`config.mk`:
```
export PLATFORM = sky130hd
export DESIGN_NAME = multicycle_sequencer
export DESIGN_NICKNAME = d
export VERILOG_FILES = /design/src/rtl/rv32i_pkg.sv /design/src/rtl/seq_counter.sv /design/src/rtl/multicycle_sequencer.sv
export SDC_FILE = /design/constraint.sdc
export NUM_CORES = 1
export LEC_CHECK = 0
export BUFFER_PORTS_ARGS = -buffer_cell sky130_fd_sc_hd__buf_4
export CAP_MARGIN = 5
export CORE_UTILIZATION = 49
export DETAILED_ROUTE_END_ITERATION = 7
export PLACE_DENSITY = 0.74
export SYNTH_ARGS = -nofsm -noshare
export SYNTH_HDL_FRONTEND = slang
export SYNTH_SLANG_ARGS = --single-unit
```
`constraint.sdc`:
```
create_clock -name clk -period 1.8 [get_ports clk]
set_clock_uncertainty 0.15 [all_clocks]
set_input_delay 0.54 -clock clk [delete_from_list [all_inputs] [get_ports clk]]
set_output_delay 0.54 -clock clk [all_outputs]
set_load 0.01 [all_outputs]
```
`src/rtl/rv32i_pkg.sv`:
```
// Shared opcode encodings, sequencer state and opcode-class types for the rv32i control path.
package rv32i_pkg;

    localparam logic [6:0] OPC_LUI    = 7'b0110111;
    localparam logic [6:0] OPC_AUIPC  = 7'b0010111;
    localparam logic [6:0] OPC_JAL    = 7'b1101111;
    localparam logic [6:0] OPC_JALR   = 7'b1100111;
    localparam logic [6:0] OPC_OP_IMM = 7'b0010011;
    localparam logic [6:0] OPC_OP     = 7'b0110011;
    localparam logic [6:0] OPC_LOAD   = 7'b0000011;
    localparam logic [6:0] OPC_STORE  = 7'b0100011;
    localparam logic [6:0] OPC_BRANCH = 7'b1100011;
    localparam logic [6:0] OPC_FENCE  = 7'b0001111;
    localparam logic [6:0] OPC_SYSTEM = 7'b1110011;

    typedef enum logic [2:0] {
        IDLE,
        FETCH,
        DECODE,
        EXECUTE,
        MEM,
        WB,
        HALT
    } seq_state_t;

    typedef enum logic [2:0] {
        ALU,
        LOAD,
        STORE,
        BRANCH,
        FENCE
    } op_class_t;

    typedef struct packed {
        logic      legal;
        logic      system;
        op_class_t cls;
    } op_decode_t;

    // SYSTEM is legal but halts; anything unlisted is illegal.
    function automatic op_decode_t decode_op(input logic [6:0] opc);
        op_decode_t d;
        d.legal  = 1'b1;
        d.system = 1'b0;
        d.cls    = ALU;
        case (opc)
            OPC_LUI, OPC_AUIPC, OPC_JAL, OPC_JALR,
            OPC_OP_IMM, OPC_OP: d.cls    = ALU;
            OPC_LOAD:           d.cls    = LOAD;
            OPC_STORE:          d.cls    = STORE;
            OPC_BRANCH:         d.cls    = BRANCH;
            OPC_FENCE:          d.cls    = FENCE;
            OPC_SYSTEM:         d.system = 1'b1;
            default:            d.legal  = 1'b0;
        endcase
        return d;
    endfunction

endpackage

```
`src/rtl/seq_counter.sv`:
```
// Free-running wrap-around event counter with synchronous clear.
module seq_counter #(
    parameter int W = 32
) (
    input  logic         clk,
    input  logic         reset,
    input  logic         en,
    input  logic         clr,
    output logic [W-1:0] count
);

    always_ff @(posedge clk or negedge reset) begin
        if (!reset) begin
            count <= '0;
        end else if (clr) begin
            count <= '0;
        end else if (en) begin
            count <= count + W'(1);
        end
    end

endmodule

```
`src/rtl/multicycle_sequencer.sv`:
```
// Multi-cycle control FSM for the rv32i core: per-stage enables, data-memory
// handshake with timeout, halt on SYSTEM/illegal opcodes, cycle and retire counts.
module multicycle_sequencer
    import rv32i_pkg::*;
#(
    parameter int CNT_W    = 32,
    parameter int MAX_WAIT = 15
) (
    input  logic             clk,
    input  logic             reset,
    input  logic             run,
    input  logic [6:0]       opcode,
    input  logic             mem_ack,
    output logic             ir_en,
    output logic             pc_en,
    output logic             reg_write,
    output logic             mem_req,
    output logic             mem_write,
    output logic             busy,
    output logic             halted,
    output logic             illegal,
    output logic             bus_err,
    output logic [CNT_W-1:0] cycle_count,
    output logic [CNT_W-1:0] instret_count
);

    // state   | meaning
    // IDLE    | stopped at an instruction boundary, waiting for run
    // FETCH   | load IR from instruction memory
    // DECODE  | classify opcode, latch class, halt on SYSTEM/illegal
    // EXECUTE | ALU step; BRANCH/FENCE retire here
    // MEM     | data-memory request held until ack or timeout
    // WB      | register-file write, retire
    // HALT    | absorbing until reset

    localparam logic [7:0] WAIT_LOAD = 8'(MAX_WAIT - 1);

    seq_state_t state, state_nxt;
    op_class_t  op_class;
    op_decode_t dec;
    logic [7:0] wait_cnt;
    logic       retire;
    logic       set_illegal;
    logic       set_bus_err;

    assign dec = decode_op(opcode);

    always_ff @(posedge clk or negedge reset) begin
        if (!reset) begin
            state    <= IDLE;
            op_class <= ALU;
            wait_cnt <= '0;
            illegal  <= 1'b0;
            bus_err  <= 1'b0;
        end else begin
            state <= state_nxt;
            if (state == DECODE) begin
                op_class <= dec.cls;
            end
            // Down-counter reloaded on every MEM entry; zero marks the last permitted cycle.
            if (state == EXECUTE) begin
                wait_cnt <= WAIT_LOAD;
            end else if (state == MEM && wait_cnt != '0) begin
                wait_cnt <= wait_cnt - 8'd1;
            end
            if (set_illegal) begin
                illegal <= 1'b1;
            end
            if (set_bus_err) begin
                bus_err <= 1'b1;
            end
        end
    end

    always_comb begin
        state_nxt   = state;
        retire      = 1'b0;
        set_illegal = 1'b0;
        set_bus_err = 1'b0;
        case (state)
            IDLE:    if (run) state_nxt = FETCH;
            FETCH:   state_nxt = DECODE;
            DECODE: begin
                if (dec.system) begin
                    state_nxt = HALT;
                end else if (!dec.legal) begin
                    state_nxt   = HALT;
                    set_illegal = 1'b1;
                end else begin
                    state_nxt = EXECUTE;
                end
            end
            EXECUTE: begin
                case (op_class)
                    LOAD, STORE:   state_nxt = MEM;
                    BRANCH, FENCE: retire    = 1'b1;
                    default:       state_nxt = WB;
                endcase
            end
            MEM: begin
                if (mem_ack) begin
                    if (op_class == STORE) retire = 1'b1;
                    else                   state_nxt = WB;
                end else if (wait_cnt == '0) begin
                    state_nxt   = HALT;
                    set_bus_err = 1'b1;
                end
            end
            WB:      retire = 1'b1;
            HALT:    state_nxt = HALT;
            default: state_nxt = IDLE;
        endcase
        // run is sampled at the retire boundary, so a dropped run finishes the current instruction.
        if (retire) begin
            state_nxt = run ? FETCH : IDLE;
        end
    end

    always_comb begin
        ir_en     = (state == FETCH);
        pc_en     = retire;
        reg_write = (state == WB);
        mem_req   = (state == MEM);
        mem_write = (state == MEM) && (op_class == STORE);
        busy      = (state != IDLE) && (state != HALT);
        halted    = (state == HALT);
    end

    seq_counter #(.W(CNT_W)) u_cycle_cnt (
        .clk   (clk),
        .reset (reset),
        .en    (busy),
        .clr   (1'b0),
        .count (cycle_count)
    );

    seq_counter #(.W(CNT_W)) u_instret_cnt (
        .clk   (clk),
        .reset (reset),
        .en    (retire),
        .clr   (1'b0),
        .count (instret_count)
    );

endmodule

```
# ---- Yosys cells after proc, flatten, opt, wreduce, memory -nomap -nowiden
# Index checks and enable logic that the tools add are counted.
dict set report word_totals {
  inputBits 11
  word_cells 74
  ff_bits 80
  out_inout_bits 73
}
dict set report classes {
  mux 25
  reduce_logical 12
  eq_ne 27
  n_addsub 3
}
# cell n
set ops {}
lappend ops {{$add A32 B1 Y32 const B} 2}
lappend ops {{$eq A7 B7 Y1 const B} 4}
lappend ops {{$eq A7 B6 Y1 const B} 3}
lappend ops {{$mux W3} 7}
lappend ops {{$pmux W3 S7} 1}
lappend ops {{$mux W8} 2}
lappend ops {{$eq A7 B5 Y1 const B} 2}
lappend ops {{$eq A3 B2 Y1 const B} 4}
lappend ops {{$eq A3 B3 Y1 const B} 4}
lappend ops {{$mux W1} 12}
lappend ops {{$pmux W3 S4} 1}
lappend ops {{$reduce_or A11 Y1} 1}
lappend ops {{$ne A3 B3 Y1 const B} 3}
lappend ops {{$logic_not A8 Y1} 1}
lappend ops {{$reduce_bool A8 Y1} 1}
lappend ops {{$sub A8 B1 Y8 const B} 1}
lappend ops {{$eq A7 B2 Y1 const B} 1}
lappend ops {{$eq A7 B4 Y1 const B} 1}
lappend ops {{$eq A3 B1 Y1 const B} 2}
lappend ops {{$pmux W3 S2} 1}
lappend ops {{$reduce_and A5 Y1} 1}
lappend ops {{$ne A4 B3 Y1 const B} 1}
lappend ops {{$ne A4 B4 Y1 const B} 1}
lappend ops {{$reduce_or A2 Y1} 2}
lappend ops {{other kinds (6)} 8}

# ---- Depth between registers and ports, before layout
# Gate-level depths: netlist of run 1.
dict set report depth {
  ltp_word 7
  ltp_mapped 8
}

# ---- Cells and area by module
# From an unflattened synthesis of run 1, not the netlist that was laid out.
dict set report unflattened {
  hier_cells 471
  hier_area_um2 4388.0
}
# mod instances area_per_inst_um2 cells_per_inst
set by_module_without_submodules {}
lappend by_module_without_submodules {seq_counter 2 1680.4 176}
lappend by_module_without_submodules {multicycle_sequencer 1 1027.2 119}

# ---- Worst setup path after synthesis of run 1
# OpenSTA, ideal clock, no wires.
dict set report synth_path {
  kind {reg-to-output}
  start {register state[1]}
  end {output mem_write}
  arrival_time_ps 1370
  setup_slack_ps -260
  t_required_ps 1110
  path_stages_with_launch 4
  cell_sequence {dfrtp_1 buf_6 nor3b_4 nor4bb_1}
}
dict set report synth_via {
  elab_chain_cells 2
}
# element line
set synth_lines {}
lappend synth_lines {{from (decl)} multicycle_sequencer.sv:38} ;# seq_state_t state, state_nxt;
lappend synth_lines {{from (signal assigned)} multicycle_sequencer.sv:56} ;# state <= state_nxt;
lappend synth_lines {{$eq A3 B3 Y1} -}
lappend synth_lines {{named net mem_req} multicycle_sequencer.sv:17} ;# output logic mem_req,
lappend synth_lines {{$logic_and A1 B1 Y1} multicycle_sequencer.sv:124} ;# mem_write = (state == MEM) && (op_class == STORE);
lappend synth_lines {{to (decl)} multicycle_sequencer.sv:18} ;# output logic mem_write,
# The timed path passes the listed nets, and every way through them passes these cells.

# ---- Worst setup path in the final report of run 1
dict set report layout_path {
  start {register op_class[1]}
  end {output pc_en}
}
dict set report layout_via {
  elab_chain_cells 4
  word_cells_on_any_way 8
  cone_classes {eq/ne (3); mux (4); reduce/logical (1)}
}
# element line
set layout_lines {}
lappend layout_lines {{from (decl)} multicycle_sequencer.sv:39} ;# op_class_t op_class;
lappend layout_lines {{from (signal assigned)} multicycle_sequencer.sv:58} ;# op_class <= dec.cls;
lappend layout_lines {{$eq A3 B2 Y1, or another cell as far along} multicycle_sequencer.sv:102} ;# if (op_class == STORE) retire = 1'b1;
lappend layout_lines {{$mux W1 / $reduce_or A2 Y1 (equally long branches)} {multicycle_sequencer.sv:102, multicycle_sequencer.sv:94}}
lappend layout_lines {{$mux W1 (on tied branches)} {multicycle_sequencer.sv:101, multicycle_sequencer.sv:94}}
lappend layout_lines {{$pmux W1 S3 *} multicycle_sequencer.sv:80} ;# case (state)
lappend layout_lines {{to (decl)} multicycle_sequencer.sv:15} ;# output logic pc_en,
# Every way passes the cells marked *; elsewhere a longest branch is shown, timed or not.

==> results of run 1 <==
## path summary, 6_finish.rpt
kind                                                    from                                   to  slack, ps  depth (start not counted)
max in group asynchronous                              reset     u_cycle_cnt.count[1]$_DFFE_PN0P_        370                          3
min in group asynchronous                              reset  u_instret_cnt.count[16]$_DFFE_PN0P_        490                          2
min                        u_cycle_cnt.count[31]$_DFFE_PN0P_    u_cycle_cnt.count[31]$_DFFE_PN0P_        320                          1
max reg2reg                             state[1]$_DFFE_PN0P_    u_cycle_cnt.count[18]$_DFFE_PN0P_       -340                          8
max                                  op_class[1]$_DFFE_PN0P_                                pc_en       -470                          5
min reg2reg                u_cycle_cnt.count[31]$_DFFE_PN0P_    u_cycle_cnt.count[31]$_DFFE_PN0P_        320                          1
## cell type report
class | instances | area, um^2
Clock inverter | 6 | 52.6
Multi-Input combinational cell | 270 | 2350
Sequential cell | 80 | 2010
Fill cell | 459 | 1510
Clock buffer | 10 | 138
Tap cell | 102 | 128
Inverter | 9 | 38.8
Timing Repair Buffer | 185 | 1540
## worst register-to-register path, stage by stage (launching register included)
cell and delay (ps):
sky130_fd_sc_hd__dfrtp_2 460, sky130_fd_sc_hd__buf_6 150, sky130_fd_sc_hd__xor2_4 170, sky130_fd_sc_hd__buf_6 120
sky130_fd_sc_hd__o2111ai_4 150, sky130_fd_sc_hd__nor4_4 390, sky130_fd_sc_hd__buf_6 210, sky130_fd_sc_hd__nand4_1 110
sky130_fd_sc_hd__xnor2_1 150
## registers in the layout, indices dropped and copies added, names as in the netlist
name,flops
u_cycle_cnt.count,32
u_instret_cnt.count,32
wait_cnt,8
op_class,3
state,3
bus_err,1
illegal,1
## cell usage after synthesis, types with 6 or more instances
master / instances
sky130_fd_sc_hd__xor2_1: 21
sky130_fd_sc_hd__nand2_1: 30
sky130_fd_sc_hd__and2_1: 6
sky130_fd_sc_hd__dfrtp_1: 80
sky130_fd_sc_hd__and3_1: 8
sky130_fd_sc_hd__nor3_1: 12
sky130_fd_sc_hd__nand3_1: 28
sky130_fd_sc_hd__nand4_1: 18
sky130_fd_sc_hd__xnor2_1: 50
sky130_fd_sc_hd__nor2_1: 30
sky130_fd_sc_hd__a21oi_1: 7
sky130_fd_sc_hd__inv_1: 8
## what timing repair did
item / 4_1_cts / 5_1_grt
buffers inserted: 20 / 16
hold endpoints to repair: 25 / 0
hold buffers: 1 / 0
pin swaps: 18 / 54
setup endpoints to repair: 55 / 75
cloned: 3 / 0
gates resized for setup: 66 / 73
## power by group through the flow
stage | clock network [W] | logic (W) | registers (W)
CTS | 0.00129 | 0.00314 | 0.00233
detailed placement | 0 | 0.00252 | 0.00235
global placement | 0 | 0.00246 | 0.00234
global route | 0.00138 | 0.00361 | 0.00238
finish | 0.00128 | 0.00339 | 0.00235
floorplan | 0 | 0.00117 | 0.00247
## metrics by stage
stage / setup TNS, ps / total power (W) / cells
final: -8960 / 0.00701 / 662
after global routing: -12720 / 0.00737 / 662
after CTS: -7250 / 0.00676 / 653
after detailed placement: -7780 / 0.00487 / 622
after global placement: -6420 / 0.00480 / 622
after floorplan: -732 / 0.00364 / 366
## layout by cell type, fill, tap and decap left out, types with 4 or more instances in the layout
cell type and instances:
sky130_fd_sc_hd__nand2_4 5, sky130_fd_sc_hd__nand3_2 9, sky130_fd_sc_hd__a21oi_1 4, sky130_fd_sc_hd__and3_1 5
sky130_fd_sc_hd__clkbuf_8 10, sky130_fd_sc_hd__nor2_1 22, sky130_fd_sc_hd__xnor2_1 37, sky130_fd_sc_hd__dfrtp_2 5
sky130_fd_sc_hd__buf_4 147, sky130_fd_sc_hd__nor3_1 5, sky130_fd_sc_hd__nand2_1 21, sky130_fd_sc_hd__nand2_2 4
sky130_fd_sc_hd__buf_6 36, sky130_fd_sc_hd__nor2_2 5, sky130_fd_sc_hd__nand3_4 5, sky130_fd_sc_hd__xor2_1 20
sky130_fd_sc_hd__xnor2_2 13, sky130_fd_sc_hd__nor3_2 5, sky130_fd_sc_hd__inv_1 6, sky130_fd_sc_hd__nand2b_1 4
sky130_fd_sc_hd__nand4_1 18, sky130_fd_sc_hd__dfrtp_1 75, sky130_fd_sc_hd__nand3_1 14
## logic make-up after synthesis
logic type / after synthesis / synth area share
xor+xnor: 72 / 0.164
fa+ha+maj: 4 / 0.0127
mux: 3 / 0.00823
buf+inv: 16 / 0.0193
flops: 80 / 0.506
simple gates: 165 / 0.233
compound gates: 26 / 0.0560
## layer usage
| layer | track usage | vias up | wire [um] |
|---|---|---|---|
| met4 | 0.0807 | 0 | 180 |
| li1 | - | 1659 | - |
| met2 | 0.428 | 111 | 5810 |
| met1 | 0.332 | 1764 | 4540 |
| met5 | 0 | - | 0 |
| met3 | 0.0406 | 22 | 477 |
==> impl_results.md, run 1 <==
* Outcome: finished, violations left
* Final setup violation count at 54
* Wire per inst at 16.6 um
* Clock latency on the worst-skew pair at 360 ps
* Warnings, synthesis at 0
* Global-route wire length before repair at 16.7 mm
* Net switching share of the total power at 0.358
* Residual DRC count at 0
* RePlAce Congestion at around 0.87
* Cell Pwr Density at 1120 mW/mm^2
* Share of power burned in registers at 0.335
* Violations in the final reports: setup timing
* Vias per cell at 5.37
* Number of antenna violations at the first check in global routing at 0
* Number of slew-limit violations in the final report at 0
* Distinct cells, synth at 54
* Pint at 0.00450 W
* Ys async rst share at 1.00
* Placeable core area at 0.00777 mm^2
* Clock tree from TritonCTS: yes
* Number of buffers created by CTS at 9
* Port Buffer Count at 83
* Area after DPL at 0.00529 mm^2
* Core occupancy in the finished layout at 0.805
* Synthesized net count at approximately 380
* Total overflow reported by the global router at 0
* Lkg Pwr at 3.00 nW
* Most instantiated flip-flop cell in the synthesis netlist: sky130_fd_sc_hd__dfrtp_1
* Aggregate global-route resource usage at 0.252
* Number of design-rule violations left by the first detailed-router iteration at roughly 180
* Number of H-tree branching levels at 3
* Max capacitance violation total at 0
* Slew headroom at 0.705
* Syn Area/Cell at ~11 um^2
* CP peak stage delay at just over 400 ps
* Number of cell rows at 32
* Arrival time reported for the critical path endpoint at 1580 ps
* Worst supply voltage drop on vdd at roughly 1.1 mV
* Unrepaired setup endpoints after global routing: yes
* Number of iterations in the first detailed-routing pass at 4
* Worst hold margin at 321 ps
* Crit start category: flip-flop
* Buf/Inv on CP at 2
* Antenna Nets Post-Route at 0
* Vertical extent of the die at ~92 um
* Synthesis-to-layout area growth at 58.2%
* CTS root buffer: sky130_fd_sc_hd__clkbuf_8
* Half-perimeter wire length after detailed placement at about 6.7 mm
* Net Sw Power at 0.00251 W
* Effective utilization at floorplan at 0.509
* Number of inserted diodes at 0
* Count of clock tree sinks at 80
* Maximum number of pins on one net before global-route repair at 29
* Setup crit end kind: primary output
* Clk pin slew, worst setup/hold paths at ~90 ps
* Number of global-route vias before repair at between 3000 and 4000
* Summed area of non-filler cells in the final layout at 0.00625 mm^2
* Final period util at 1.26
* Post-synthesis instance area at 0.00395 mm^2
* Biggest area contributors in the synthesized netlist: sky130_fd_sc_hd__dfrtp_1 51%, sky130_fd_sc_hd__xnor2_1 11%, sky130_fd_sc_hd__xor2_1 4.7%, sky130_fd_sc_hd__nand3_1 3.5%, sky130_fd_sc_hd__nand2_1 2.8%
* Library cell occupying the most area in the post-synthesis netlist: sky130_fd_sc_hd__dfrtp_1
* Post-layout nets at 570
* Number of enable flip-flop cells after synthesis at 0
* Critical path peak fanout at 4
* Post-synthesis sequential element count at 80
* WS Path Type: flip-flop to primary output
* Overall die width at just over 90 um
* Via count of the routed design at between 3000 and 4000
* Cells after Synth at 366
* Kind of cell adding the most delay to the critical path: simple AND/OR/NAND/NOR gates
* Maximum clock frequency at 441 MHz
* Fraction of the yosys area taken by sequential cells at 0.506
* CP max-delay cell: sky130_fd_sc_hd__dfrtp_1
* Top-area cell type share of the netlist area at 0.506
* Share of post-route cells with drive strength above 1 at 0.521
* Final worst setup slack at -469 ps
* Placement-stage worst setup slack at -302 ps
* Relative contribution of combinational cells to total power at 0.483
* Maximum clock insertion buffer count at 2
* Hold violation total from the final report at 0
* Proportion of power drawn by the clock network at 0.182
* Number of primary I/O pins at 84
* Kind of path behind the tightest hold check: flip-flop to flip-flop
* Slew at the pin closest to its max-slew limit at ~440 ps
* Area of the die at 0.00843 mm^2
* Critical path, cell by cell: and3b_1, o211ai_1, and2_4, inv_6, buf_6
* Final wirelength at 11.0 mm
* Fin crit period at 2270 ps
* Crit path required time at 1110 ps
(Power assumes the default switching activity.)
==> run 2, diff against run 1 <==
--- a/config.mk
+++ b/config.mk
@@ -5,11 +5,12 @@
 export SDC_FILE = /design/constraint.sdc
 export NUM_CORES = 1
 export LEC_CHECK = 0
+export ABC_AREA = 1
 export BUFFER_PORTS_ARGS = -buffer_cell sky130_fd_sc_hd__buf_4
 export CAP_MARGIN = 5
-export CORE_UTILIZATION = 49
+export CORE_UTILIZATION = 50
 export DETAILED_ROUTE_END_ITERATION = 7
-export PLACE_DENSITY = 0.74
+export PLACE_DENSITY = 0.73
 export SYNTH_ARGS = -nofsm -noshare
 export SYNTH_HDL_FRONTEND = slang
 export SYNTH_SLANG_ARGS = --single-unit
==> run 2 against run 1 <==
Net effect: combinational power down 16%; die area increased by 18%; critical endpoint unchanged; first-iteration DRC count up 55%; the run still ends with setup timing left; routed wire length grew 13%; largest cell class unchanged; via count rose by 35%.
==> impl_results.md, run 2 <==
* Outcome: finished, violations left
* Violations in the final reports: setup timing
* Placed Instances at 909 (+46%)
* Total overflow reported by the global router at 0 (unchanged)
* Post-synthesis instance area at 0.00477 mm^2 (+21%)
* Crit path required time at 1110 ps (about the same)
* Clk pin slew, worst setup/hold paths at 90 ps (about the same)
* Final period util at 1.16 (-0.0969)
* Share of the synthesized area in compound gates (AO/OA/AOI/OAI) at 0.0404 (-0.0157)
* Share of post-route cells with drive strength above 1 at 0.242 (-0.280)
* Number of primary I/O pins at 84 (unchanged)
* Synthesized net count at 691 (+81%)
* Number of design-rule violations left by the first detailed-router iteration at 272 (+55%)
* Worst Reg-to-Reg Cells at 8 (unchanged)
* Main combinational cell family by area after synthesis: simple AND/OR/NAND/NOR gates
* Number of antenna violations at the first check in global routing at 0 (unchanged)
* Synthesis-to-layout area growth at 32.5%
* Area of the die at 0.00994 mm^2 (+18%)
* Number of buffers created by CTS at 9 (unchanged)
* Effective utilization at floorplan at 0.516 (+0.00759)
* Vertical extent of the die at 99.7 um (+8.6%)
* Distinct cells, synth at 29 (-46%)
* Max capacitance violation total at 0 (unchanged)
* Hold violation total from the final report at 0 (unchanged)
* Critical path, cell by cell: nand2_2, nor2_4, nand3_4, nand2_4, buf_6
* Simple-gate area share of the yosys netlist at 0.387 (+0.154)
* Clock tree from TritonCTS: yes
* Cells after Synth at 676 (+85%)
* Post-synthesis sequential element count at 80 (unchanged)
* Maximum clock insertion buffer count at 2 (unchanged)
* Library cell occupying the most area in the post-synthesis netlist: sky130_fd_sc_hd__dfrtp_1
* Slew at the pin closest to its max-slew limit at 370 ps (-69.2 ps)
* Post-synthesis mux area share at 0 (-0.00823)
* Final setup violation count at 7 (-87%)
* Crit start category: flip-flop
* Worst supply voltage drop on vdd at 0.462 mV (-57%)
* Final wirelength at 12.4 mm (+13%)
* Number of standard cells in the layout, taps in and fillers out at 940 (+42%)
* Half-perimeter wire length after detailed placement at 9.14 mm (+37%)
* Arrival time reported for the critical path endpoint at 1400 ps (-180 ps)
* Fraction of the yosys area taken by sequential cells at 0.420 (-0.0870)
* Count of clock tree sinks at 80 (unchanged)
* Number of enable flip-flop cells after synthesis at 0 (unchanged)
* Commonest non-fill, non-tap cell in the layout: sky130_fd_sc_hd__nand2_1
* Antenna Nets Post-Route at 0 (unchanged)
* Startpoint of the most critical register-to-register path: state[0]$_DFFE_PN0P_
* Via count of the routed design at 4791 (+35%)
* Clock latency on the worst-skew pair at 350 ps (about the same)
* Most frequent cells in the layout: 229 x sky130_fd_sc_hd__nand2_1, 110 x sky130_fd_sc_hd__buf_4, 94 x sky130_fd_sc_hd__nor2_1
* Warnings, synthesis at 0 (unchanged)
* Number of slew-limit violations in the final report at 0 (unchanged)
* RePlAce Congestion at 0.957 (+10%)
* Number of cells on the worst hold path at 3 (+2)
* Unrepaired setup endpoints after global routing: yes
* Number of global-route vias before repair at 4394 (+29%)
* Vias per cell at 5.10 (-5.1%)
* Maximum number of pins on one net before global-route repair at 30 (+3.4%)
* Port Buffer Count at 83 (unchanged)
* Number of inserted diodes at 0 (unchanged)
* Flop2flop setup slack at 10 ps (+350 ps)
* Number of H-tree branching levels at 3 (unchanged)
* Final worst setup slack at -295 ps (+174 ps)
* Count leader, synth: sky130_fd_sc_hd__nand2_1
* Top-area cell type share of the netlist area at 0.420 (-0.0870)
* Aggregate global-route resource usage at 0.251 (-0.000994)
* Top post-synthesis cells by count: 237 x sky130_fd_sc_hd__nand2_1, 111 x sky130_fd_sc_hd__nor2_1, 80 x sky130_fd_sc_hd__dfrtp_1, 69 x sky130_fd_sc_hd__inv_1, 45 x sky130_fd_sc_hd__nand3_1
* Ys async rst share at 1.00 (unchanged)
* Critical R2R Capture: state[0]$_DFFE_PN0P_
* CP max-delay cell: sky130_fd_sc_hd__dfrtp_2
* Number of cell rows at 35 (+9.4%)
* Capturing instance or port of the critical path: pc_en
* Post-synthesis share of cell area spent on full adders, half adders and majority gates at 0.0105 (-0.00217)
* Top Registers: u_cycle_cnt.count (32), u_instret_cnt.count (32), wait_cnt (8)
* Cell Pwr Density at 1050 mW/mm^2 (-6.0%)
* Placeable core area at 0.00924 mm^2 (+19%)
* Number of iterations in the first detailed-routing pass at 5 (+1)
* CP peak stage delay at 470 ps (+60 ps)
* XOR/XNOR share of the synthesized area at 0.0716 (-0.0927)
* Post-layout nets at 821 (+44%)
* Wire per inst at 13.2 um (-21%)
* Setup crit end kind: primary output
* Overall die width at 99.7 um (+8.6%)
* Kind of path behind the tightest hold check: input port to flip-flop
* Syn Area/Cell at 7.06 um^2 (-35%)
* CTS root buffer: sky130_fd_sc_hd__clkbuf_8
* Fin crit period at 2090 ps (-174 ps)
* Sum of internal, switching and leakage power at 0.00667 W (-4.9%)
* WS Path Type: flip-flop to primary output
* Residual DRC count at 0 (unchanged)
* Slew headroom at 0.752 (+0.0476)
* Biggest area contributors in the synthesized netlist: sky130_fd_sc_hd__dfrtp_1 42%, sky130_fd_sc_hd__nand2_1 19%, sky130_fd_sc_hd__nor2_1 8.7%, sky130_fd_sc_hd__inv_1 5.4%, sky130_fd_sc_hd__nand3_1 4.7%
* Global-route wire length before repair at 19.9 mm (+19%)
* Maximum clock frequency at 477 MHz (+8.3%)
* Critical path peak fanout at 6 (+2)
* Most instantiated flip-flop cell in the synthesis netlist: sky130_fd_sc_hd__dfrtp_1
* Lkg Pwr at 3.03 nW (+1.1%)
* Startpoint of the worst setup timing path: state[0]$_DFFE_PN0P_
==> run 2: changes by cell type after synthesis, sizes merged, moves of 18 or more <==
cell	delta
inv	+64
nand2	+211
nand3	+18
nor2	+85
o21ai	+24
xnor2	-35
==> run 2: cell type report <==
cell class / instances / area, um^2
inverters: 73 / 282
clock buffers: 11 / 151
clock inverters: 5 / 62.6
repair buffers: 126 / 1040
multi-input cells: 516 / 2620
flip-flops and latches: 80 / 2010
well taps: 129 / 161
fillers: 788 / 2920
==> run 2: worst min-delay path by stage <==
stage | end | startpoint
after floorplan | bus_err$_DFFE_PN0P_ | reset
after global placement | illegal$_DFFE_PN0P_ | illegal$_DFFE_PN0P_
after detailed placement | illegal$_DFFE_PN0P_ | illegal$_DFFE_PN0P_
after CTS | state[0]$_DFFE_PN0P_ | run
after global routing | state[0]$_DFFE_PN0P_ | run
final | state[0]$_DFFE_PN0P_ | run
==> run 2: cell families after synthesis <==
kind of cell	after synthesis
AND/OR/NAND/NOR	438
buffers and inverters	80
flip-flops	80
XOR/XNOR	39
AO/OA/AOI/OAI	35
adder cells (fa/ha/maj)	4
==> run 2: critical path, delay by kind of cell, from the launching register on <==
family	cells	cell delay [ps]
buffers and inverters	1	100
flip-flops	1	470
AND/OR/NAND/NOR	4	490
==> run 2: metrics by stage <==
stage	util	hold WS, ps	setup slack [ps]	cell area, um^2	setup TNS [ps]
6_report	0.684	259	-295	6320	-1660
5_1_grt	0.684	253	-368	6320	-3280
4_1_cts	0.659	254	-299	6090	-1680
3_5_place_dp	0.623	318	-50.4	5760	-157
3_3_place_gp	0.623	313	-57.7	5760	-86.3
2_1_floorplan	-	94.4	21.9	4780	0
==> run 2: what timing repair did <==
item	4_1_cts	5_1_grt
hold buffers	1	0
pin swaps	9	15
gates resized for setup	20	48
buffers inserted	6	10
endpoints found under the hold margin	24	0
setup endpoints to repair	9	55
==> run 2: where the power goes <==
group / switching [W] / internal (W) / leakage [nW]
Combinational: 0.00153 / 0.00131 / 1.86
Sequential: 0.000327 / 0.00209 / 1.07
Clock: 0.000683 / 0.000727 / 0.103
==> run 2: layer usage <==
| layer | up-vias | GRT usage | share of wire |
|---|---|---|---|
| met5 | - | 0 | 0 |
| met4 | 0 | 0.0916 | 0.016 |
| met3 | 18 | 0.0323 | 0.043 |
| met2 | 144 | 0.423 | 0.50 |
| met1 | 2257 | 0.332 | 0.44 |
| li1 | 2372 | - | - |
